[config.mk]
export PLATFORM = sky130hd
export DESIGN_NAME = regfile_scoreboard
export DESIGN_NICKNAME = d
export VERILOG_FILES = /design/src/rtl/regfile_scoreboard.sv
export SDC_FILE = /design/constraint.sdc
export NUM_CORES = 2
export LEC_CHECK = 0
export CAP_MARGIN = 10
export CORE_MARGIN = 2
export CORE_UTILIZATION = 50
export CTS_BUF_LIST = sky130_fd_sc_hd__clkbuf_4 sky130_fd_sc_hd__clkbuf_8
export DETAILED_ROUTE_END_ITERATION = 8
export GPL_TIMING_DRIVEN = 0
export PLACE_DENSITY = 0.67
export SLEW_MARGIN = 40
export SYNTH_ARGS = -nofsm -noshare
export SYNTH_HDL_FRONTEND = slang
export SYNTH_SLANG_ARGS = --single-unit
[constraint.sdc]
create_clock -name clk -period 47.9 [get_ports clk]
set_input_delay 9.58 -clock clk [delete_from_list [all_inputs] [get_ports clk]]
set_output_delay 9.58 -clock clk [all_outputs]
set_load 0.1 [all_outputs]
[src/rtl/regfile_scoreboard.sv]
`default_nettype none
// ============================================================================
// regfile_scoreboard: parametrised register file with busy-bit scoreboard and
// debug tap. Optional macro: REGFILE_BYPASS_EN (write-through read forwarding).
// Revision: 1.0
// ============================================================================
module regfile_scoreboard #(
    parameter int unsigned ADDRESS_WIDTH = 5,
    parameter int unsigned DATA_WIDTH    = 32,
    parameter int unsigned NUM_RD        = 2,
    parameter int unsigned DBG_REG       = 10
) (
    input  logic                            clk,
    input  logic                            rst,
    input  logic [NUM_RD*ADDRESS_WIDTH-1:0] rd_addr_i,
    output logic [NUM_RD*DATA_WIDTH-1:0]    rd_data_o,
    output logic [NUM_RD-1:0]               rd_busy_o,
    input  logic                            we_i,
    input  logic [ADDRESS_WIDTH-1:0]        wr_addr_i,
    input  logic [DATA_WIDTH-1:0]           wr_data_i,
    input  logic                            iss_valid_i,
    input  logic [ADDRESS_WIDTH-1:0]        iss_rd_i,
    output logic [ADDRESS_WIDTH-1:0]        busy_cnt_o,
    output logic [DATA_WIDTH-1:0]           dbg_o
);

    localparam int unsigned NUM_REGS = 2 ** ADDRESS_WIDTH;

    logic [DATA_WIDTH-1:0]    regs [NUM_REGS];
    logic [NUM_REGS-1:0]      busy;
    logic [NUM_REGS-1:0]      busy_next;
    logic [ADDRESS_WIDTH-1:0] busy_cnt;
    logic [ADDRESS_WIDTH-1:0] cnt_next;
    logic                     wr_en;
    logic                     iss_en;

    // x0 is hard-wired: writes and issues to it are dropped here.
    assign wr_en  = we_i && (wr_addr_i != '0);
    assign iss_en = iss_valid_i && (iss_rd_i != '0);

    always_ff @(posedge clk or posedge rst) begin
        if (rst) begin
            for (int i = 0; i < NUM_REGS; i++) begin
                regs[i] <= '0;
            end
        end else if (wr_en) begin
            regs[wr_addr_i] <= wr_data_i;
        end
    end

    // Set is applied after clear so a same-cycle issue keeps the register busy.
    always_comb begin
        busy_next = busy;
        if (wr_en) begin
            busy_next[wr_addr_i] = 1'b0;
        end
        if (iss_en) begin
            busy_next[iss_rd_i] = 1'b1;
        end
        busy_next[0] = 1'b0;
    end

    always_comb begin
        cnt_next = '0;
        for (int i = 1; i < NUM_REGS; i++) begin
            cnt_next = cnt_next + ADDRESS_WIDTH'(busy_next[i]);
        end
    end

    always_ff @(posedge clk or posedge rst) begin
        if (rst) begin
            busy     <= '0;
            busy_cnt <= '0;
        end else begin
            busy     <= busy_next;
            busy_cnt <= cnt_next;
        end
    end

    assign busy_cnt_o = busy_cnt;
    assign dbg_o      = regs[DBG_REG];

    for (genvar k = 0; k < NUM_RD; k++) begin : g_rd
        logic [ADDRESS_WIDTH-1:0] ra;
        assign ra = rd_addr_i[k*ADDRESS_WIDTH +: ADDRESS_WIDTH];
`ifdef REGFILE_BYPASS_EN
        logic fwd;
        // Forwarding is suppressed under reset so outputs clear immediately.
        assign fwd = wr_en && !rst && (wr_addr_i == ra);
        assign rd_data_o[k*DATA_WIDTH +: DATA_WIDTH] =
            (ra == '0) ? '0 : (fwd ? wr_data_i : regs[ra]);
        assign rd_busy_o[k] = (ra != '0) && !fwd && busy[ra];
`else
        assign rd_data_o[k*DATA_WIDTH +: DATA_WIDTH] = (ra == '0) ? '0 : regs[ra];
        assign rd_busy_o[k] = (ra != '0) && busy[ra];
`endif
    end

endmodule
`default_nettype wire
-- After elaboration in Yosys (flattened, before gate mapping)
Cells that the tools add are included.
- reduce and logical (&&, ||, !) cells: 13
- muxes and demuxes: 21
- order comparisons: 10
- bitwise gates (word level): 6
- $add $sub $neg: 30
- operators by type and width (cell ; number):
    $bwmux 1024 ; 1
    $bmux 32 s5 ; 2
    $mux 32 ; 9
    $demux 32 s5 ; 1
    $add 5x1->5 ; 26
    $and 32x32->32 ; 1
    $not 32->32 ; 1
    $or 32x32->32 ; 1
    $lt 5x6->1 const B ; 4
    $reduce_bool 5->1 ; 4
    $ge 6x6->1 const B ; 3
    $not 5->6 ; 3
    $bmux 1 s5 ; 2
    $demux 1 s5 ; 2
    $ge 5x1->1 const B ; 2
    $logic_not 5->1 ; 2
    $logic_and 1x1->1 ; 7
    $lt 6x1->1 const B ; 1
    $add 4x1->5 ; 1
    $add 3x1->4 ; 1
    $mux 1 ; 4
    $add 2x1->3 ; 1
    $add 1x1->2 ; 1
- bits in registers: 1060
- output and inout port bits: 103
- input port bits: 56
- word-level logic and storage cells: 114

-- Logic depth before layout (Yosys ltp)
- depth after elaboration: 39
- mapped depth: 21

-- Worst setup path before layout
No wires, ideal clock.
- path type: input to output
- start: input rd_addr_i[2]
- end: output rd_data_o[10]
- arrival time: 12947 ps
- stages on the path: 7
- buffers on the path: 5
- path slack: 25373 ps
- cell sequence: buf_2 buf_4 buf_4 buf_2 buf_2 mux2i_1 a221oi_1
- cells in the longest elaborated chain, start to end: 5
- RTL lines (item ; RTL line ; text):
    from (decl) ; 15 ; input logic [NUM_RD*ADDRESS_WIDTH-1:0] rd_addr_i,
    $not 5->6 (not written as such) ; 94 ; assign rd_data_o[k*DATA_WIDTH +: DATA_WIDTH] = (ra == '0) ? '0 : regs[ra];
    $bmux 32 s5 ; 94 ;
    $mux 32 (not written as such) (2 in series) ; 94 ;
    $mux 32 (*) ; 94 ;
    to (decl) ; 16 ; output logic [NUM_RD*DATA_WIDTH-1:0] rd_data_o,
Every way passes the cells marked *; elsewhere a longest branch is shown, timed or not. The select of a mux whose other input is x is not followed.

-- Worst setup path after layout
- start: input rd_addr_i[8]
- end: output rd_data_o[54]
Same word-level chain as after synthesis.

==> run_results.csv <==
group,metric,value,unit
sta,period_minus_slack,23.05,ns
sta,tightest_slew,0.989,ns
route,vias,40500,
synth,avgSynthCellArea,15.4,µm²
synth,syn_area,57300,µm²
global_route,use_met2,54.8,%
pwr,ir_drop,0.0856,mV
synth,post_synth_num_cell_types,53,
route,wl_per_cell,38.6,µm
synth,ys_seq_area_share,46.3,%
placed_design,place_congestion,0.989,
sta,rsz0062_at_grt,"false",
synth,synth_seq_cells,1060,
global_route,grt_pass1_vias,40000,
worst_setup_path,critical_path_arrival,13.47,ns
global_route,grt_pass1_wl,307000,µm
layout,areaGrowthSynthToFinish,13.3,%
global_route,met3_usage,15.4,%
route,antenna_left,0,
worst_setup_path,crit_type,"input pin to output port",
clock_tree,clock-root-buffer,"clkbuf_8",
clock_tree,clk_pin_slew,0.06,ns
floorplan,io_pins,159,
floorplan,design.core.area,114000,µm²
global_route,antenna_found_initial,12,
sta,setup_tns,0,ns
synth,synth_fp_nets,3798,
floorplan,rows,124,
synth,yosys_warnings,0,
pwr,power_density,47.6,nW/µm²
clock_tree,cts_made_buffers,182,
route,detail_route.first_pass.iterations,8,
route,drc,0,
worst_setup_path,critPathLaunchType,"input pin",
clock_tree,clk_path_buf_depth,3,
pwr,p_leak,0.0288,µW
floorplan,die_y,342,µm
clock_tree,clock_sinks,1060,
placed_design,portBuffers,147,
placed_design,dp_hpwl,150000,µm
route,drt-initial-drc-count,5512,
global_route,grtUsageMet1,49.6,%
layout,layout_commonest_cell,"dfrtp_1",
sta,clock_skew,0.0145,ns
global_route,track_usage,38.0,%
job,cap_violations,0,
outcome,outcome,"finished, final reports clean",
hold_path,holdCritPathClass,"flop to flop",
worst_setup_path,critPathCaptureType,"output port",
floorplan,initial_core_util,50.2,%
sta,fmaxAchievable,0.0434,GHz
clock_tree,cts_resized,0,
clock_tree,clock_latency,0.87,ns
sta,slew_headroom,34.1,%
sta,layout_setup_ws,24.85,ns
clock_tree,hold_buffers,0,
sta,slew_violations,0,
layout,final_cells,5729,
sta,hold_viol,0,
clock_tree,cts_setup_buffers,0,
layout,final_cell_mix,"dfrtp_1 (1060), mux2_2 (1035), mux4_2 (495)",
placed_design,placedCellCount,5394,
layout,layout-drive-gt1-share,54.8,%
global_route,top_usage_layer,"met2",
synth,syn_inst,3712,
floorplan,fp.dieW,342,µm
placed_design,pre_cts_slack,25.15,ns
global_route,grt_max_degree,80,
floorplan,dieArea,117000,µm²
worst_setup_path,crit_fanout,10,
clock_tree,tritoncts,"done",
worst_setup_path,cp.required,38.32,ns
clock_tree,cts_max_level,4,
sta,finalSetupViolations,0,
layout,fin_nets,4152,
route,drt-total-wl,221000,µm
route,avgViaCountPerCell,7.07,
sta,finalCritPeriodShare,48.1,%
global_route,gr-total-overflow,0,
==> worst max-delay path, stage by stage <==
cell	delay [ns]
clkdlybuf4s50_1	0.74
buf_2	0.50
buf_2	0.44
buf_2	0.60
mux4_2	0.35
a22oi_1	0.07
a31oi_1	0.61
buf_2	0.55
==> registers in the layout, indices dropped and copies added, names as in the netlist <==
signal,cells
busy,31
busy_cnt_o,5
dbg_o,32
regs,992
==> synthesized netlist by cell type, drive strengths merged <==
cell type / number / area share [%]
nor3: 4 / 0.044
clkbuf: 213 / 1.4
or2: 4 / 0.044
and3b: 2 / 0.031
a2bb2oi: 1 / 0.015
a21oi: 2 / 0.017
nor4: 2 / 0.022
o311ai: 1 / 0.015
a21o: 2 / 0.026
a221o: 33 / 0.58
mux2: 1060 / 21
and2: 2 / 0.022
nand4: 1 / 0.011
o211ai: 1 / 0.013
nor4b: 1 / 0.026
xnor2: 2 / 0.031
mux2i: 194 / 3.4
nand2: 34 / 0.22
nor2b: 8 / 0.087
nand4b: 1 / 0.015
a32oi: 1 / 0.015
mux4: 495 / 19
a22oi: 44 / 0.58
a31oi: 33 / 0.36
or3: 1 / 0.011
fa: 23 / 0.80
o22ai: 2 / 0.022
o2111ai: 1 / 0.015
nor3b: 4 / 0.052
inv: 33 / 0.22
nand3: 4 / 0.035
o21ai: 42 / 0.37
a22o: 23 / 0.35
buf: 246 / 2.7
and3: 2 / 0.022
ha: 7 / 0.15
nor2: 21 / 0.14
a221oi: 92 / 1.4
dfrtp: 1060 / 46
nand3b: 2 / 0.026
xor2: 1 / 0.015
nand2b: 7 / 0.076
==> report_power, final <==
group | leakage (µW) | total, µW | internal (µW) | switching (µW)
logic | 0.0131 | 967 | 464 | 503
clock network | 0.00213 | 905 | 505 | 400
registers | 0.0136 | 1220 | 1080 | 142
==> layout make-up <==
cell class / instances / area [µm²]
diodes: 7 / 17.5
plain buffers: 459 / 2460
clock buffers: 300 / 3710
clock inverters: 28 / 273
fillers: 9193 / 49200
inverters: 33 / 131
multi-input cells: 2160 / 28300
flip-flops and latches: 1060 / 26500
well taps: 1512 / 1890
repair buffers: 170 / 1590
==> cell families after synthesis <==
kind of cell    count (synthesis)  synth area share [%]
mux                          1749                  43.7
xor+xnor                        3                0.0459
buf+inv                       492                  4.33
flops                        1060                  46.3
compound gates                278                  3.78
simple gates                  100                 0.885
fa+ha+maj                      30                 0.957
==> metal layers <==
metal	vias to the layer above	part of all wire [%]
li1	15200	-
met1	21500	37
met2	3079	43
met3	768	13
met4	14	5.9
met5	-	0.048
==> through the flow <==
| step | total power, µW | area, µm² | hold slack (ns) | utilization, % |
|---|---|---|---|---|
| after global placement | 2180 | 60600 | 0.438 | 53.2 |
| after CTS | 3080 | 64900 | 0.459 | 56.9 |
| after global routing | 3230 | 64900 | 0.499 | 56.9 |
| final | 3090 | 64900 | 0.464 | 56.9 |
| after floorplan | 1950 | 57300 | 0.425 | - |
| after detailed placement | 2190 | 60900 | 0.446 | 53.4 |
==> path summary, 6_finish.rpt <==
kind / start / to / slack (ns) / cells after the start
setup / recovery: rd_addr_i[8] / rd_data_o[54] / 24.85 / 8
hold / removal: regs[996] / regs[996] / 0.46 / 1
setup reg to reg: busy[2] / busy_cnt_o[4] / 42.62 / 14
hold reg to reg: regs[996] / regs[996] / 0.46 / 1
max in group asynchronous: rst / regs[911] / 36.61 / 7
min in group asynchronous: rst / regs[932] / 9.09 / 2
Power figures use the tool's default switching activity.
